## config.mk

```make
export PLATFORM = sky130hd
export DESIGN_NAME = core_seq_ctrl
export DESIGN_NICKNAME = d
export VERILOG_FILES = /design/src/rtl/core_seq_ctrl.sv
export SDC_FILE = /design/constraint.sdc
export NUM_CORES = 1
export LEC_CHECK = 0
export BUFFER_PORTS_ARGS = -buffer_cell sky130_fd_sc_hd__buf_2
export CAP_MARGIN = 10
export CORE_MARGIN = 2
export CORE_UTILIZATION = 50
export DETAILED_ROUTE_END_ITERATION = 10
export HOLD_SLACK_MARGIN = 0.08
export PLACE_DENSITY = 0.86
export SKIP_CTS_REPAIR_TIMING = 1
export SYNTH_ARGS = -nofsm -noshare
export SYNTH_HDL_FRONTEND = slang
export SYNTH_SLANG_ARGS = --single-unit
```

## constraint.sdc

```tcl
create_clock -name i_clk -period 2.1 [get_ports i_clk]
set_input_delay 0.105 -clock i_clk [delete_from_list [all_inputs] [get_ports i_clk]]
set_output_delay 0.105 -clock i_clk [all_outputs]
set_load 0.05 [all_outputs]
```

## src/rtl/core_seq_ctrl.sv

```systemverilog
// core_seq_ctrl: multi-cycle stage sequencer for the core.
// It issues one-cycle stage enables (IF, ID, EX, MEM, WB) on the single core
// clock. It waits on the instruction and data memory ready handshakes, supports
// run, halt and single-step control, and counts retired instructions. A fetch
// or data request that waits too long parks the block in ERR until reset.
module core_seq_ctrl #(
  parameter int WAIT_MAX = 8,   // request cycles allowed with ready low (>= 1)
  parameter int CNT_W    = 32   // retired-instruction counter width
) (
  input  logic             i_clk,
  input  logic             i_reset,
  input  logic             i_run,
  input  logic             i_step,
  input  logic             i_imemRdy,
  input  logic             i_dmemRdy,
  input  logic             i_needMem,
  output logic             o_imemReq,
  output logic             o_dmemReq,
  output logic             o_enIF,
  output logic             o_enID,
  output logic             o_enEX,
  output logic             o_enMEM,
  output logic             o_enWB,
  output logic [2:0]       o_state,
  output logic             o_halted,
  output logic             o_timeout,
  output logic [CNT_W-1:0] o_retired
);

  localparam int WCNT_W = $clog2(WAIT_MAX) + 1;

  // On the last allowed wait cycle, a missing ready sends the block to ERR.
  localparam logic [WCNT_W-1:0] WAIT_LAST = WCNT_W'(WAIT_MAX - 1);

  // The encoding is visible on o_state, so the values are fixed.
  typedef enum logic [2:0] {
    S_HALT = 3'd0,
    S_IF   = 3'd1,
    S_ID   = 3'd2,
    S_EX   = 3'd3,
    S_MEM  = 3'd4,
    S_WB   = 3'd5,
    S_ERR  = 3'd7
  } state_t;

  state_t            state;
  logic              mem_flag;   // decoded instruction uses MEM
  logic              step_flag;  // current instruction was started by i_step
  logic [WCNT_W-1:0] wait_cnt;   // ready-low cycles in the current IF/MEM

  // Sequencer state, wait counter, step/mem flags and retired counter.
  // NOTE: every register here uses non-blocking assignment. All of them then
  // update together at the edge, and the order of statements does not matter.
  always_ff @(posedge i_clk) begin
    if (i_reset) begin
      state     <= S_HALT;
      mem_flag  <= 1'b0;
      step_flag <= 1'b0;
      wait_cnt  <= '0;
      o_retired <= '0;
    end else begin
      case (state)
        S_HALT: begin
          // Run wins when run and step are seen together; the step is dropped.
          if (i_run) begin
            state     <= S_IF;
            step_flag <= 1'b0;
            wait_cnt  <= '0;
          end else if (i_step) begin
            state     <= S_IF;
            step_flag <= 1'b1;
            wait_cnt  <= '0;
          end
        end

        S_IF: begin
          if (i_imemRdy) begin
            state <= S_ID;
          end else if (wait_cnt == WAIT_LAST) begin
            state <= S_ERR;
          end else begin
            wait_cnt <= wait_cnt + WCNT_W'(1);
          end
        end

        S_ID: begin
          mem_flag <= i_needMem;
          state    <= S_EX;
        end

        S_EX: begin
          if (mem_flag) begin
            state    <= S_MEM;
            wait_cnt <= '0;
          end else begin
            state <= S_WB;
          end
        end

        S_MEM: begin
          if (i_dmemRdy) begin
            state <= S_WB;
          end else if (wait_cnt == WAIT_LAST) begin
            state <= S_ERR;
          end else begin
            wait_cnt <= wait_cnt + WCNT_W'(1);
          end
        end

        S_WB: begin
          o_retired <= o_retired + CNT_W'(1);
          // A stepped instruction always returns to HALT, even if run went high.
          if (i_run && !step_flag) begin
            state    <= S_IF;
            wait_cnt <= '0;
          end else begin
            state     <= S_HALT;
            step_flag <= 1'b0;
          end
        end

        // ERR is left only through i_reset; run and step are ignored.
        S_ERR:   state <= S_ERR;

        // The unused encoding is treated as a fault.
        default: state <= S_ERR;
      endcase
    end
  end

  // Stage enables and requests come from the state register.
  // IF and MEM are also gated by the live ready input.
  // NOTE: each output gets a default before the case. Without it, a path that
  // skips an assignment would infer a latch.
  always_comb begin
    o_imemReq = 1'b0;
    o_dmemReq = 1'b0;
    o_enIF    = 1'b0;
    o_enID    = 1'b0;
    o_enEX    = 1'b0;
    o_enMEM   = 1'b0;
    o_enWB    = 1'b0;
    case (state)
      S_IF: begin
        o_imemReq = 1'b1;
        o_enIF    = i_imemRdy;
      end
      S_ID:  o_enID = 1'b1;
      S_EX:  o_enEX = 1'b1;
      S_MEM: begin
        o_dmemReq = 1'b1;
        o_enMEM   = i_dmemRdy;
      end
      S_WB:  o_enWB = 1'b1;
      default: ;
    endcase
  end

  assign o_state   = state;
  assign o_halted  = (state == S_HALT);
  assign o_timeout = (state == S_ERR);

endmodule

```

# After elaboration in Yosys (flattened, before gate mapping)
# Index checks and enable logic that the tools add are counted.
# op_classes
eq_ne	13
n_mux	27
n_reduce_logical	7
n_addsub	2
# op_table
operator	n
adder 32 x 1 -> 32 bit, second input constant	1
two-way mux 4 bit	7
case mux 4 bit (5 select lines)	1
case mux 3 bit (6 select lines)	1
two-way mux 3 bit	5
two-way mux 1 bit	12
!= test 2 bit, second input constant	5
== test 3 bit, second input constant	3
== test 3 x 2 -> 1 bit, second input constant	2
AND reduction 6 bit	1
nonzero test 5 bit	1
adder 4 x 1 -> 4 bit, second input constant	1
== test 4 x 3 -> 1 bit, second input constant	1
== test 3 x 1 -> 1 bit, second input constant	1
zero test 3 bit	1
!= test 3 bit, second input constant	1
AND reduction 3 bit	1
case mux 1 bit (2 select lines)	1
nonzero test 2 bit	1
logical AND 1 bit	1
zero test 1 bit	1
# word_totals
wordCells	54
input_bits	7
reg_bits	41
output_inout_bits	44

# Longest topological paths before layout
# depth
ltp_word	4
depth_mapped	7
depth_no_buf	6

# Worst setup path after synthesis
# OpenSTA, ideal clock, no wires.
# synth_path
path_type	flip-flop to output port
start	reg state[2] (netlist: o_state[2])
end	out o_enMEM
arrival_time_ns	2.810
path_slack_ns	-0.815
path_stages_with_launch	4
path_buffers	1
t_required_ns	1.995
path_cell_list	dfxtp_1 -> buf_2 -> nor3b_1 -> and2_1
# synth_between
elab_chain_cells	2
# synth_rtl
item	line_no	source
start: declaration	46	state_t state;
start signal: assignment	56	state <= S_HALT;
start signal: assignment	66	state <= S_IF;
start signal: assignment	70	state <= S_IF;
== test 3 bit	143	case (state)
two-way mux 1 bit	143	
end: declaration	22	output logic o_enMEM,
# Every way passes these cells.

# Worst setup path after layout
# layout_path
start	reg o_retired[7]
end	reg o_retired[31]
# layout_between
elab_chain_cells	1
# layout_rtl
item	line_no	source
start: declaration	27	output logic [CNT_W-1:0] o_retired
start signal: assignment	111	o_retired <= o_retired + CNT_W'(1);
adder 32 x 1 -> 32 bit	111	
# Every way passes these cells.
# A chain may end at the register's enable or synchronous reset.

==> results by group <==
Outcome
  – Status: completed

Drt
  – Wirelength per Cell: 12.8 um
  – Final wirelength: 4570 um
  – DR vias: 1981
  – Initial DRC count: approximately 170
  – Initial DRT Pass Iterations: 4
  – Avg Vias per Cell: 5.56
  – Antenna Nets Post-Route: 0
  – # DRC: 0

Floorplan
  – Chip width: just under 70 um
  – Die Area: 4670 um2
  – Overall die height: 68.3 um
  – Row Count: 23
  – Top Ports: 51
  – Initial Util: between 50% and 60%
  – Core area: 4000 um2

Timing
  – Hold Violations, Final: 0
  – Post-route minimum period: between 1500 and 2000 ps
  – Endpoints failing setup: 0
  – Post-route setup slack: 212 ps
  – Final Max Tran Viols: 0
  – Max Clk Rate: 530 MHz
  – RSZ-0062 raised after global routing: false
  – Headroom to the max-slew limit: 47.8%
  – Fin crit share: about nine tenths
  – Slew @ Worst Pin: 783 ps
  – Clock Skew: about 3.8 ps

Logic synthesis
  – Mapped Area: 2070 um2
  – Mapped Nets: between 200 and 300
  – Syn avg cell area: 8.21 um2
  – Mapped Cells: 252
  – Yosys warns: 0
  – Register area share after synthesis: 39.7%
  – Synthesized flop and latch total: 41
  – Unique masters post-synth: between 40 and 50

Power
  – Final Total Pwr: 1.48 mW
  – Worst VDD drop: 0.397 mV
  – Static Leak: around 1.1 nW
  – Pwr Density: 593 nW/um2
  – Clock share of power: between 30% and 40%
  – Sequential power share: between 50% and 60%
  – P_sw: about 390 uW
  – Internal power: 1.08 mW
  – Sw frac: 26.7%
  – Comb pwr share: 13.2%

Final layout
  – Diode count: 0
  – Final non-filler cell total: 356
  – Layout area overhead: 20.5%
  – Post-layout utilization of the core: 62.3%
  – Nets@finish: 314
  – Share of cells above drive strength 1: between 20 and 25%

Clock tree
  – Clock Tree Buf Depth: 2
  – H-tree lvl count: 2
  – CTS tree: built
  – Worst-Skew Late Latency: 280 ps
  – Total CTS buffers: 5
  – Clock sinks: 41
  – Reg clk slew, reported paths: 70 ps
  – CTS root buf: clkbuf_8

GRT
  – Grt ovf: 0
  – Largest net degree at the start of global routing: 47
  – Overall routing resource usage: 20.4%
  – Number of global-route vias before repair: 1696
  – Initial antenna violation count: 0
  – First-pass GRT wire length: approximately 7300 um

Setup path
  – Crit path capture type: flip-flop
  – Worst setup SP type: flip-flop
  – Crit path max fanout: 9
  – Critical setup path kind: flip-flop to flip-flop
  – Worst EP arrival: 2100 ps
  – Worst EP required: about 2300 ps

Place
  – Place WS: 249 ps
  – PortBufs: 50
  – Placed instance count: 347
  – Final estimated routing congestion in global placement: 0.800
  – Post-DP HPWL: 3260 um

Run
  – Maxcap violations: 0

Worst hold path
  – Worst Hold Class: primary input to flip-flop
worst max-delay path: stages (launching register included):
cell     delay, ps
dfxtp_1        420
and4_4         270
and3_1         390
nand4_4        210
or3_1          380
a21oi_1        140
layout by cell type (no fill, tap or decap), drive strengths merged, types with 2 or more instances in the layout:
cell    instances
nand2          18
nand3b          2
or2             3
nand4          14
buf            56
dfxtp          41
nand2b          4
and2            2
nor3            7
inv             7
xnor2           5
a211oi          2
ha              2
and3            9
o22ai           4
and4            3
nor2           30
or3            13
a21oi          18
nor3b           3
nand3          13
o21ai          17
clkbuf          8
xor2           13
stage by stage:
stage	TNS [ps]	hold slack (ps)	area, um2
finish	0	135	2490
global route	0	155	2490
CTS	0	61.1	2480
detailed placement	0	351	2400
global placement	0	341	2400
floorplan	-74.8	244	2100
cell type report:
| cell class | count | area, um2 |
|---|---|---|
| tap | 50 | 62.6 |
| inverter | 7 | 26.3 |
| sequential | 41 | 821 |
| clock buffer | 8 | 80.1 |
| fill | 353 | 1510 |
| multi-input combinational | 193 | 1200 |
| timing repair buffer | 57 | 305 |
sequential cells by signal (all words and copies together) (netlist names):
register and cells:
o_state 3, o_retired 32, wait_cnt 4, mem_flag 1, step_flag 1
cells by family after synthesis:
group                      after synthesis  synth area share [%]
xor gates and xnor gates                18                  7.62
DFF                                     41                  39.7
buffers and inverters                   18                  3.87
adders and majority gates                2                  1.21
AOI/OAI and AO/OA                       47                  12.8
muxes                                    1                 0.544
and+or+nand+nor                        125                  34.3
worst paths after layout:
check / startpoint / end / slack [ps] / depth (start not counted)
max reg2reg: o_retired[7] / o_retired[31] / 210 / 5
min: i_step / step_flag / 130 / 3
max: o_retired[7] / o_retired[31] / 210 / 5
min reg2reg: step_flag / step_flag / 480 / 2
cell usage after synthesis, drive strengths merged:
cell    instances  area share (%)
nand3b          2            0.91
clkbuf          6             1.1
xnor2           5             2.1
or4             1            0.36
a21oi          18             4.4
a211oi          2            0.73
inv             7             1.3
ha              2             1.2
or2             3            0.91
and4            3             1.4
nand3          13             3.1
a21boi          1            0.36
and3b           1            0.42
nand2b          4             1.2
or3            13             3.9
o21ai          17             4.1
nand2          18             3.3
a31oi           1            0.30
mux2            1            0.54
a311oi          1            0.42
nor3b           3             1.1
a22oi           1            0.36
o22ai           4             1.2
nor2b           1            0.30
nor3            7             2.2
and3            9             2.7
xor2           13             5.5
o211a           1            0.48
nor2           30             6.2
buf             5             1.5
and2            2            0.60
nand4          14             5.3
nand4b          1            0.42
o32ai           1            0.42
dfxtp          41              40
power by group through the flow:
| stage | clock [mW] | sequential [mW] | combinational (mW) |
|---|---|---|---|
| after global placement | 0 | 0.815 | 0.190 |
| after floorplan | 0 | 0.828 | 0.131 |
| after global routing | 0.524 | 0.799 | 0.211 |
| after detailed placement | 0 | 0.816 | 0.193 |
| final | 0.486 | 0.798 | 0.195 |
| after CTS | 0.497 | 0.797 | 0.193 |
metal layers:
metal	wire length [um]	track usage (%)	vias up	share of wire [%]
met4	55	7.25	0	1.2
met3	224	5.10	5	4.9
met1	2120	26.3	927	46
met5	0	0	-	0
met2	2170	33.0	46	48
li1	-	-	1003	-
Note: power is estimated with default switching activity, not from simulation.
